### src/rtl/rfile.sv
// 8 x 16-bit register file feeding ALU operands a/b; ALU result returns via the write port.
// Optional write-first forwarding is enabled by defining RFILE_BYPASS_EN.
module rfile #(
    parameter int unsigned DEPTH = 8,
    parameter int unsigned AW    = 3,
    parameter int unsigned DW    = 16
) (
    input  logic             clk,
    input  logic             rst_n,
    input  logic [AW-1:0]    ra_adr,
    input  logic [AW-1:0]    rb_adr,
    output logic [DW-1:0]    a,
    output logic [DW-1:0]    b,
    input  logic             we,
    input  logic [AW-1:0]    wadr,
    input  logic [DW-1:0]    wdata,
    output logic [DEPTH-1:0] wvalid,
    output logic [7:0]       wcount
);

    logic [DW-1:0]    mem_q [DEPTH];
    logic [DEPTH-1:0] wvalid_q;
    logic [7:0]       wcount_q;
    logic [7:0]       wcount_d;

    always_comb begin
        wcount_d = wcount_q;
        if (we && (wcount_q != 8'hFF)) begin
            wcount_d = wcount_q + 8'd1;
        end
    end

    always_ff @(posedge clk or negedge rst_n) begin
        if (!rst_n) begin
            for (int i = 0; i < DEPTH; i++) begin
                mem_q[i] <= '0;
            end
            wvalid_q <= '0;
            wcount_q <= '0;
        end else begin
            if (we) begin
                mem_q[wadr]    <= wdata;
                wvalid_q[wadr] <= 1'b1;
            end
            wcount_q <= wcount_d;
        end
    end

`ifdef RFILE_BYPASS_EN
    logic fwd_a;
    logic fwd_b;

    // Forwarding is held off during reset so the operands stay at zero.
    always_comb begin
        fwd_a = rst_n && we && (wadr == ra_adr);
        fwd_b = rst_n && we && (wadr == rb_adr);
        a     = fwd_a ? wdata : mem_q[ra_adr];
        b     = fwd_b ? wdata : mem_q[rb_adr];
    end
`else
    always_comb begin
        a = mem_q[ra_adr];
        b = mem_q[rb_adr];
    end
`endif

    assign wvalid = wvalid_q;
    assign wcount = wcount_q;

endmodule

### config.mk
export PLATFORM = sky130hd
export DESIGN_NAME = rfile
export DESIGN_NICKNAME = d
export VERILOG_FILES = /design/src/rtl/rfile.sv
export SDC_FILE = /design/constraint.sdc
export NUM_CORES = 1
export LEC_CHECK = 0
export ABC_AREA = 1
export ABC_CLOCK_PERIOD_IN_PS = 4400
export BUFFER_PORTS_ARGS = -buffer_cell sky130_fd_sc_hd__buf_2
export CAP_MARGIN = 5
export CORE_MARGIN = 2
export CORE_UTILIZATION = 51
export CTS_BUF_LIST = sky130_fd_sc_hd__clkbuf_16
export DETAILED_ROUTE_END_ITERATION = 8
export HOLD_SLACK_MARGIN = 0.12
export PLACE_DENSITY = 0.7
export REMOVE_ABC_BUFFERS = 1
export SYNTH_ARGS = -nofsm -noshare
export SYNTH_HDL_FRONTEND = slang
export SYNTH_SLANG_ARGS = --single-unit
### constraint.sdc
create_clock -name clk -period 4.4 [get_ports clk]
set_input_delay 1.1 -clock clk [delete_from_list [all_inputs] [get_ports clk]]
set_output_delay 1.1 -clock clk [all_outputs]
set_load 0.05 [all_outputs]
# == Yosys cells after proc, flatten, opt, wreduce, memory -nomap -nowiden ==
# Cells that the tools add are included.
# totals
reg_bits,144
inputBits,28
out_inout_bits,48
elab_cells,36
# classes
n_addsub,1
magnitude_cmp,6
n_eq_ne,1
muxes,11
bitwise,4
n_reduce_logical,3
# op_table
op,n
$bwmux 128,1
$bmux 16 s3,2
$mux 16,5
$demux 16 s3,1
$ge 4x4->1 const B,3
$not 3->4,3
$add 8x1->8 const B,1
$ne 8x8->1 const B,1
$or 8x8->8,1
$lt 3x4->1 const B,1
$lt 4x1->1 const B,1
$demux 1 s3,1
$ge 3x1->1 const B,1
$logic_and 1x1->1,3
$mux 1,1

# == Depth between registers and ports, before layout ==
# depth
word_depth,6
mapped_depth,8
depth_no_buf,8

# == Least setup slack after synthesis ==
# No wires, ideal clock.
# synth_path
kind,input-to-output
startpoint,input port ra_adr[1]
endpoint,output port a[10]
arrival_time_ns,2.188
required_time_ns,3.300
path_slack_ns,1.112
stages,7
n_path_buf,2
path_cell_list,clkbuf_1 inv_1 clkbuf_1 o211ai_1 nand2_1 nand2_1 nand2_1
# synth_via
elab_chain_len,4
# synth_lines
item,line,source
"start, declared",10,"input logic [AW-1:0] ra_adr,"
$not 3->4 (implied by the code),62,a = mem_q[ra_adr];
$bmux 16 s3,62,
$mux 16 (implied by the code) (2 in series),62,
"end, declared",12,"output logic [DW-1:0] a,"
# No other way between the ends. The select of a mux whose other input is x is not followed.

# == Worst setup path after layout ==
# layout_path
startpoint,input port ra_adr[1]
endpoint,output port a[2]
# Same word-level chain as after synthesis.

==> results.toml <==
[synth]
async_flop_share = 1.00
synth_top_cell_by_area = "dfrtp_1"
syn_inst = 1061
ys_seq_area_frac = 0.465
synth.distinct_cells = 19
synth_flop_cell = "dfrtp_1"
synth.top_cell.area_share = 0.465
avgSynthCellArea_um2 = 7.31
synth_commonest_cells = "458 x nand2_1, 144 x dfrtp_1, 130 x o21ai_0"
synth.most_common_cell = "nand2_1"
synth_edf_count = 0
synth_area_leaders = "dfrtp_1 46%, nand2_1 22%, o211ai_1 12%, o21ai_0 8.4%, inv_1 5.0%"
syn_area_um2 = 7760
yosysWarnings = 0
ys_seq_elements = 144

[floorplanning]
initial_core_util = 0.516
die_area_um2 = 16200
die_x_um = 127
placementRows = 45
die_y_um = 127
core_um2 = 15000
ios = 76

[worst_setup_path]
crit_end = "a[2]"
end_kind = "primary output"
crit_required_ns = 3.30
crit_start = "ra_adr[1]"
cp_slowest_cell = "buf_2"
timing.rr.end = "wcount[5]$_DFFE_PN0P_"
cpPeakStageDelay_ns = 0.42
path_class = "in2out"
ff2ff_path_depth = 8
cp-start-kind = "input pin"
cp_data_arrival_time_ns = 2.47
rrSetupSlack_ns = 2.82
crit-reg2reg-launch = "wcount[0]$_DFFE_PN0P_"
cp_common_cell = "nand2_1"
cp_cell_sequence = "buf_2, buf_4, o211ai_1, nand2_1, nand2_1, nand2_1, buf_2"
cp_max_fo = 22

[clock_network]
cts_tree = "done"
cts_root_buf = "clkbuf_16"
post_cts_buffers = 0
clk_pin_slew_ns = 0.06
cts_buffer_depth = 2
cts_hold_buffers = 0
numCtsBuffers = 17
insertion_delay_ns = 0.42
cts_num_sinks = 144
htree_levels = 4
cts_resized = 0

[pwr]
pwr-share-comb = 0.250
p_int_mw = 2.64
ir_drop_v = 0.000307
swShare = 0.351
clkPwrFrac = 0.322
power_frac_seq = 0.428
power_switching_mw = 1.43
p_leak_nw = 4.58
power_density_nw_per_um2 = 461

[global_route]
antenna_found_initial = 0
gr-total-overflow = 0
grt_pass1_vias = 6631
grt_usage = 0.265
grt_start_max_net_pins = 80
grt_pass1_wl_mm = 33.8

[sta]
hold_slack_ns = 0.458
fin_skew_ns = 0.00310
layout_worst_path_cycle_share = 0.810
post-route-min-period_ns = 3.57
setup_tns_ns = 0
final_hold_viol_count = 0
worst_pin_slew_ns = 1.21
slew_headroom = 0.193
fmax_ghz = 0.280
rsz0062_at_grt = "false"
finalSetupViolCount = 0
slew_violations = 0

[drt]
num_vias = 7089
drc = 0
drt_pass1_iterations = 6
drtIter0Drc = 607
drt-total-wl_mm = 20.5
wire_per_inst_um = 15.7
drtAntennaViolNets = 0
via_per_inst = 5.43

[run_status]
status = "finished, final reports clean"

[finish]
final_cell_count_no_fill = 1305
syn2layout_area_growth_pct = 13.9
n_antenna_cell = 0
drive_gt1_frac = 0.113
post-route-cell-area_um2 = 8840
layout.nets = 1133

[placement]
dp_hpwl_mm = 12.8
port-buffer-count = 75
place.gp.congestion = 0.765
dpl-instance-area_um2 = 8310
post-place-cells = 1273

[worst_hold_path]
hp-class = "reg2reg"

[run]
maxCapViolations = 0
-- through the flow --
| step | setup WS [ns] | power [mW] | utilization |
|---|---|---|---|
| CTS | 0.839 | 4.09 | 0.588 |
| global placement | 0.840 | 2.75 | 0.553 |
| floorplan | 1.10 | 2.45 | - |
| detailed placement | 0.831 | 2.78 | 0.553 |
| finish | 0.835 | 4.07 | 0.588 |
| global route | 0.711 | 4.31 | 0.588 |
-- critical path, delay by kind of cell --
| kind | cells | cell delay (ns) |
|---|---|---|
| AOI/OAI and AO/OA | 1 | 0.11 |
| and+or+nand+nor | 3 | 0.23 |
| buffers and inverters | 3 | 1.00 |
-- cells in the final DEF (no fill, tap or decap) --
cell        synthesis  final
dfrtp_1           144    144
or2_2               1      1
clkinv_2            0      5
nor2_2              1      1
buf_2              23     72
inv_1             104    105
o211ai_1          128    128
nor3_1              1      1
ha_1                1      1
nand4_1             1      1
buf_4               0     18
nand3_1             4      4
buf_6               0      1
nand2_1           458    458
o21ai_0           130    130
a21oi_1             1      1
nor2_1             12     12
bufinv_16           0      1
buf_12              0      5
xor2_1              1      1
clkbuf_16           0     17
clkinvlp_4          0      4
nor3_4              0      1
xnor2_1             1      1
clkinv_1            0      4
-- layer usage --
metal	vias to the layer above	routed length, µm	global-route usage
li1	3531	-	-
met1	3350	9460	0.366
met2	187	9730	0.431
met3	21	1060	0.0515
met4	0	215	0.0724
met5	-	0	0
-- flip-flops by register name, summed over array words and instances, names as in the netlist --
signal,flops
wvalid,8
mem_q,128
wcount,8
-- worst min-delay path by stage --
stage | start | end | slack, ns | depth (start not counted)
after detailed placement | wvalid[4]$_DFFE_PN0P_ | wvalid[4]$_DFFE_PN0P_ | 0.45 | 2
after global placement | wvalid[0]$_DFFE_PN0P_ | wvalid[0]$_DFFE_PN0P_ | 0.44 | 2
after global routing | wvalid[2]$_DFFE_PN0P_ | wvalid[2]$_DFFE_PN0P_ | 0.48 | 2
final | wvalid[0]$_DFFE_PN0P_ | wvalid[0]$_DFFE_PN0P_ | 0.46 | 2
after floorplan | mem_q[100]$_DFFE_PN0P_ | mem_q[100]$_DFFE_PN0P_ | 0.45 | 2
after CTS | wvalid[0]$_DFFE_PN0P_ | wvalid[0]$_DFFE_PN0P_ | 0.46 | 2
-- cells by family (layout without fill, tap and decap cells) --
logic type      count (synthesis)  count (layout)  synth area share
fa+ha+maj                       1               1           0.00161
buf+inv                       176             232            0.0889
xor+xnor                        2               2           0.00226
flops                         144             144             0.465
compound gates                259             259             0.208
simple gates                  479             479             0.234
-- final cells by class --
cell class,instances,area [µm²]
clock inverters,15,104
fillers,1441,6200
multi-input cells,741,3470
repair buffers,96,607
flip-flops and latches,144,3600
clock buffers,17,425
inverters,104,390
well taps,188,235
-- power groups by stage --
stage	clock network [mW]	registers, mW	logic [mW]
after global placement	0	1.75	1.00
after global routing	1.38	1.77	1.15
after CTS	1.32	1.74	1.03
final	1.31	1.74	1.02
after floorplan	0	1.79	0.665
after detailed placement	0	1.76	1.02
(Power assumes the default switching activity.)
